### config.mk
export PLATFORM = sky130hd
export DESIGN_NAME = ifm_issue_sched
export DESIGN_NICKNAME = d
export VERILOG_FILES = /design/src/rtl/ifm_issue_sched.sv
export SDC_FILE = /design/constraint.sdc
export NUM_CORES = 2
export LEC_CHECK = 0
export BUFFER_PORTS_ARGS = -buffer_cell sky130_fd_sc_hd__buf_4
export CAP_MARGIN = 20
export CORE_AREA = 5 5 526 528
export CTS_BUF_LIST = sky130_fd_sc_hd__clkbuf_16
export CTS_CLUSTER_DIAMETER = 200
export DETAILED_ROUTE_END_ITERATION = 8
export DIE_AREA = 0 0 531 533
export PLACE_DENSITY = 0.46
export SLEW_MARGIN = 20
export SYNTH_ARGS = -nofsm -noshare
export SYNTH_HDL_FRONTEND = slang
export SYNTH_SLANG_ARGS = --single-unit
### constraint.sdc
create_clock -name clk -period 7.37 [get_ports clk]
set_input_delay 0.737 -clock clk [delete_from_list [all_inputs] [get_ports clk]]
set_output_delay 0.737 -clock clk [all_outputs]
set_load 0.01 [all_outputs]
### src/rtl/ifm_issue_sched.sv
// rtl/ifm_issue_sched.sv - IFM buffer read sequencer with 2-entry skid FIFO onto the ifm_port stream.
// Optional perf counters enabled by defining IFM_SCHED_PERF_EN.
module ifm_issue_sched #(
    parameter int ADDR_W = 12,
    parameter int LEN_W  = 8,
    parameter int TILE_W = 10,
    parameter int DATA_W = 576,
    parameter int LANES  = 64
) (
    input  logic              clk,
    input  logic              rst_n,
    input  logic              cfg_start,
    input  logic [ADDR_W-1:0] cfg_base_addr,
    input  logic [LEN_W-1:0]  cfg_inter_len,
    input  logic [LEN_W-1:0]  cfg_accum_len,
    input  logic [TILE_W-1:0] cfg_num_tiles,
    input  logic [LANES-1:0]  cfg_lane_mask,
    output logic              busy,
    output logic              done,
    output logic              buf_rd_en,
    output logic [ADDR_W-1:0] buf_rd_addr,
    input  logic [DATA_W-1:0] buf_rd_data,
    output logic              ifm_valid,
    input  logic              ifm_ready,
    output logic [DATA_W-1:0] ifm_data,
    output logic [LANES-1:0]  ifm_elem_valid,
    output logic              ifm_inter_end,
    output logic              ifm_accum_end
`ifdef IFM_SCHED_PERF_EN
    ,
    output logic [31:0]       perf_stall_cnt,
    output logic [31:0]       perf_beat_cnt
`endif
);

    typedef enum logic [1:0] {S_IDLE, S_RUN, S_DRAIN, S_DONE} state_t;

    state_t              state_q, state_d;
    logic [ADDR_W-1:0]   addr_q;
    logic [LEN_W-1:0]    inter_q, accum_q, beat_q, grp_q;
    logic [TILE_W-1:0]   tiles_q, tile_q;
    logic [LANES-1:0]    mask_q;
    logic                inflight_q, pend_ie_q, pend_ae_q;
    logic [DATA_W-1:0]   fifo_data_q [2];
    logic                fifo_ie_q   [2];
    logic                fifo_ae_q   [2];
    logic                wr_ptr_q, rd_ptr_q;
    logic [1:0]          count_q;

    logic start_ok, zero_job, issue, issue_ie, issue_ae, last_read, pop;

    assign start_ok  = cfg_start && (state_q == S_IDLE);
    assign zero_job  = (cfg_inter_len == '0) || (cfg_accum_len == '0) || (cfg_num_tiles == '0);
    // Credit: an in-flight read always has a FIFO slot waiting for it.
    assign issue     = (state_q == S_RUN) && ((count_q + {1'b0, inflight_q}) < 2'd2);
    assign issue_ie  = (beat_q == inter_q - LEN_W'(1));
    assign issue_ae  = issue_ie && (grp_q == accum_q - LEN_W'(1));
    assign last_read = issue_ae && (tile_q == tiles_q - TILE_W'(1));
    assign pop       = ifm_valid && ifm_ready;

    always_comb begin
        state_d = state_q;
        case (state_q)
            S_IDLE:  if (start_ok) state_d = zero_job ? S_DONE : S_RUN;
            S_RUN:   if (issue && last_read) state_d = S_DRAIN;
            // Leave as the final beat is accepted so done follows it by one cycle.
            S_DRAIN: if (!inflight_q && ((count_q == 2'd0) || ((count_q == 2'd1) && pop)))
                         state_d = S_DONE;
            S_DONE:  state_d = S_IDLE;
            default: state_d = S_IDLE;
        endcase
    end

    assign busy           = (state_q != S_IDLE);
    assign done           = (state_q == S_DONE);
    assign buf_rd_en      = issue;
    assign buf_rd_addr    = addr_q;
    assign ifm_valid      = (count_q != 2'd0);
    assign ifm_data       = fifo_data_q[rd_ptr_q];
    assign ifm_inter_end  = ifm_valid && fifo_ie_q[rd_ptr_q];
    assign ifm_accum_end  = ifm_valid && fifo_ae_q[rd_ptr_q];
    assign ifm_elem_valid = ifm_valid ? mask_q : '0;

    always_ff @(posedge clk or negedge rst_n) begin
        if (!rst_n) begin
            state_q    <= S_IDLE;
            addr_q     <= '0;
            inter_q    <= '0;
            accum_q    <= '0;
            tiles_q    <= '0;
            mask_q     <= '0;
            beat_q     <= '0;
            grp_q      <= '0;
            tile_q     <= '0;
            inflight_q <= 1'b0;
            pend_ie_q  <= 1'b0;
            pend_ae_q  <= 1'b0;
            fifo_data_q[0] <= '0;
            fifo_data_q[1] <= '0;
            fifo_ie_q[0]   <= 1'b0;
            fifo_ie_q[1]   <= 1'b0;
            fifo_ae_q[0]   <= 1'b0;
            fifo_ae_q[1]   <= 1'b0;
            wr_ptr_q   <= 1'b0;
            rd_ptr_q   <= 1'b0;
            count_q    <= 2'd0;
        end else begin
            state_q    <= state_d;
            inflight_q <= issue;
            pend_ie_q  <= issue_ie;
            pend_ae_q  <= issue_ae;
            if (start_ok) begin
                addr_q  <= cfg_base_addr;
                inter_q <= cfg_inter_len;
                accum_q <= cfg_accum_len;
                tiles_q <= cfg_num_tiles;
                mask_q  <= cfg_lane_mask;
                beat_q  <= '0;
                grp_q   <= '0;
                tile_q  <= '0;
            end else if (issue) begin
                addr_q <= addr_q + ADDR_W'(1);
                if (issue_ie) begin
                    beat_q <= '0;
                    if (issue_ae) begin
                        grp_q  <= '0;
                        tile_q <= tile_q + TILE_W'(1);
                    end else begin
                        grp_q <= grp_q + LEN_W'(1);
                    end
                end else begin
                    beat_q <= beat_q + LEN_W'(1);
                end
            end
            if (inflight_q) begin
                fifo_data_q[wr_ptr_q] <= buf_rd_data;
                fifo_ie_q[wr_ptr_q]   <= pend_ie_q;
                fifo_ae_q[wr_ptr_q]   <= pend_ae_q;
                wr_ptr_q              <= ~wr_ptr_q;
            end
            if (pop) rd_ptr_q <= ~rd_ptr_q;
            count_q <= count_q + 2'(inflight_q) - 2'(pop);
        end
    end

`ifdef IFM_SCHED_PERF_EN
    always_ff @(posedge clk or negedge rst_n) begin
        if (!rst_n) begin
            perf_stall_cnt <= '0;
            perf_beat_cnt  <= '0;
        end else if (start_ok) begin
            perf_stall_cnt <= '0;
            perf_beat_cnt  <= '0;
        end else begin
            if (ifm_valid && !ifm_ready && (perf_stall_cnt != '1))
                perf_stall_cnt <= perf_stall_cnt + 32'd1;
            if (pop && (perf_beat_cnt != '1))
                perf_beat_cnt <= perf_beat_cnt + 32'd1;
        end
    end
`endif

endmodule

==> run summary <==
Outcome -> finished clean
CP endpoint kind -> primary output
Mapped Cells -> 3,933
Routability cong. -> 0.826
GRT Util Overall -> 14.4%
Synth warn -> 0
Longest Clk Path Bufs -> 4
Worst-path clk slew -> 60 ps
Mapped Nets -> 4,629
CTS root buffer -> clkbuf_16
Drt initial violations -> 1,379
CP Class -> register to primary output
Max Freq -> 241 MHz
Multi-input logic area -> 23,100 µm²
Htree depth -> 4
Post-synthesis cell type count -> 60
Syn_area_per_cell -> 14.3 µm²
Sw Ratio -> 34.8%
Core Box Area -> 272,000 µm²
Worst r2r path cells -> 9
Gate power share -> 45.6%
Slew Limit Fails -> 0
Worst hold path depth -> 3
Rel. slew slack -> 9.14%
Setup Viol. Count Final -> 0
Slew @ Worst Pin -> 1360 ps
Grt total ovfl -> 0
Critical Path AT -> 3420 ps
Net Switching -> 12,800 µW
Final HPWL DP -> 161,000 µm
CTS tree -> built
DIE WIDTH -> 531 µm
Seq cells post-synth -> 1,293
Crit-path max FO -> 138
Final Hold Fails -> 0
Dominant synthesized flop cell -> dfrtp_1
DRC viols -> 0
Port bufs -> 1,339
Fin nets -> 5,962
Max-cap violations -> 0
First-pass GRT wire length -> 301,000 µm
Fillers -> 28.1k
CTS Buf Count -> 161
Setup TNS -> 0 ps
Worst-skew pair later-pin latency -> 810 ps
Crit path time final -> 4150 ps
Area Overhead vs Synth -> 34.2%
Fin crit share -> 56.4%
Sequential Power Share -> 34.5%
PwrDens -> 488 nW/µm²
Peak supply drop -> 0.000221 V
Drt wl/cell -> 23.7 µm
Critical Path RT -> 6630 ps
Critical path launch point type -> register
Leak -> 0.0335 µW
Clock power share -> 19.9%
Post-synthesis sequential area ratio -> 57.4%
Die H -> 533 µm
Via/cell ratio -> 4.16
Cell Int Power -> 24,100 µW
IO Pins -> 1,340
FF/Latch Area -> 32,400 µm²
WL final -> 213,000 µm
DIE AREA -> 283,000 µm²
Layout cells sized above 1 -> 62.1%
Post-Route Skew -> 32.6 ps
Num rows -> 192
Initial core utilization -> 20.7%
EDFF count, synth -> 0
Worst hold margin -> 111 ps
Type of the tightest min-delay check -> input pin to register
Number of global-route vias before repair -> 40.4k
Vias -> 37.4k
Post-Syn Area -> 56,400 µm²
Post-CTS Setup Repair Bufs -> 0
Antenna Nets Post-Route -> 0
Initial antenna violation count -> 97
Largest net degree at the start of global routing -> 139
Async SR Flop Fraction -> 100%
Initial DRT Pass Iterations -> 5
TritonCTS sink count -> 1,293
RSZ-0062 raised after global routing -> false
==> layout by cell type, fill, tap and decap left out, drive strengths merged, types with 3 or more instances in the layout <==
cell       n
or4        6
o211ai     3
nor2      35
nor4      10
nand3b     3
a31oi      3
and2      69
ha        14
nor3       6
clkbuf   162
or3b       5
inv       72
buf     1397
diode     16
clkinv    59
mux2i      5
nand4      9
and3       9
a211o      3
bufinv     6
or3       12
nand3     18
xor2      23
o31ai      5
mux2    1734
o21ai     36
a31o       4
nor2b      6
xnor2     25
a22o       4
nand2    292
dfrtp   1293
a21oi     23
==> state kept, by name, summed over array words and instances (netlist names) <==
signal,flops
pend_ie_q,1
buf_rd_addr,12
count_q,2
grp_q,8
state_q,2
tiles_q,10
mask_q,64
rd_ptr_q,1
fifo_ie_q,2
inter_q,8
fifo_ae_q,2
pend_ae_q,1
tile_q,10
beat_q,8
accum_q,8
wr_ptr_q,1
fifo_data_q,1152
inflight_q,1
==> area by class of cell <==
type / instances / area share [%]
diodes: 16 / 0.0529
clock buffers: 162 / 5.36
clock inverters: 117 / 1.03
inverters: 22 / 0.109
multi-input cells: 2389 / 30.6
flip-flops and latches: 1293 / 42.8
well taps: 3589 / 5.93
repair buffers: 1399 / 14.2
==> Yosys cell counts (3+ instances only) <==
cell         n  share of area (%)
a21oi_1     23               0.20
and3_1       8              0.089
o31ai_1      5              0.067
o21ai_1      4              0.035
a31oi_1      3              0.033
nand4_1      9               0.10
o211ai_1     3              0.040
nand3_1     17               0.15
xor2_1      23               0.36
buf_1       15               0.10
nor2b_1      6              0.067
a22o_1       4              0.062
xnor2_1     25               0.39
a211o_1      3              0.047
nor3_1       5              0.044
or4_1        5              0.067
a31o_2       4              0.062
o21ai_0     32               0.28
ha_1        14               0.31
inv_1       21               0.14
nand3b_1     3              0.040
nand2_1    292                1.9
nor2_1      35               0.23
clkbuf_1   212                1.4
or3_1       11               0.12
or3b_1       5              0.078
mux2i_1      5              0.089
dfrtp_1   1293                 57
nor4_1      10               0.11
mux2_2    1734                 35
and2_1      68               0.75
==> final timing paths <==
path | start | to | slack (ps)
worst min register to register | mask_q[5]$_DFFE_PN0P_ | mask_q[5]$_DFFE_PN0P_ | 470
worst max register to register | inter_q[0]$_DFFE_PN0P_ | grp_q[2]$_DFFE_PN0P_ | 4090
min in group asynchronous | rst_n | mask_q[13]$_DFFE_PN0P_ | 530
worst max-delay path | rd_ptr_q$_DFFE_PN0P_ | ifm_data[496] | 3220
max in group asynchronous | rst_n | fifo_data_q[145]$_DFFE_PN0P_ | 4850
worst min-delay path | cfg_lane_mask[31] | mask_q[31]$_DFFE_PN0P_ | 110
==> kinds of logic (layout without fill, tap and decap cells) <==
| family | after synthesis | count (layout) | share of synthesized area (%) |
|---|---|---|---|
| adders and majority gates | 14 | 14 | 0.311 |
| and+or+nand+nor | 490 | 490 | 4.07 |
| xor gates and xnor gates | 48 | 48 | 0.745 |
| other | 0 | 16 | 0 |
| buffers and inverters | 251 | 1700 | 1.69 |
| AOI/OAI and AO/OA | 98 | 98 | 1.11 |
| muxes | 1739 | 1739 | 34.7 |
| DFF | 1293 | 1293 | 57.4 |
==> critical path, stage by stage, from the launching register on <==
cell and delay [ps]:
dfrtp_4 870, buf_12 440, mux2_2 500, buf_4 170
==> metal layers <==
layer | GRT usage [%] | share of wire, %
met2 | 24.4 | 49
met3 | 6.50 | 10
met1 | 16.6 | 39
met5 | 0 | 0.33
met4 | 3.70 | 2.1
==> stage by stage <==
stage	util, %	cells	worst slack [ps]	power (µW)	cell area (µm²)
after floorplan	-	3933	4570	21600	56400
after global routing	27.8	8980	3090	39200	75700
after detailed placement	26.0	8690	4050	29900	70800
after CTS	27.8	8971	3130	37600	75600
after global placement	26.0	8690	4110	29700	70800
final	27.8	8987	3220	36900	75700
==> repair_timing <==
item,in CTS,in global routing
endpoints found under the hold margin,100,0
hold buffers,2,0
resized for setup,0,0
==> power groups by stage <==
stage / registers (µW) / logic (µW) / clock network, µW
6_report: 12700 / 16800 / 7360
5_1_grt: 13100 / 18100 / 7940
4_1_cts: 12800 / 17200 / 7690
3_5_place_dp: 12900 / 17100 / 0
3_3_place_gp: 12800 / 16800 / 0
2_1_floorplan: 11900 / 9720 / 0
Power figures use the tool's default switching activity.
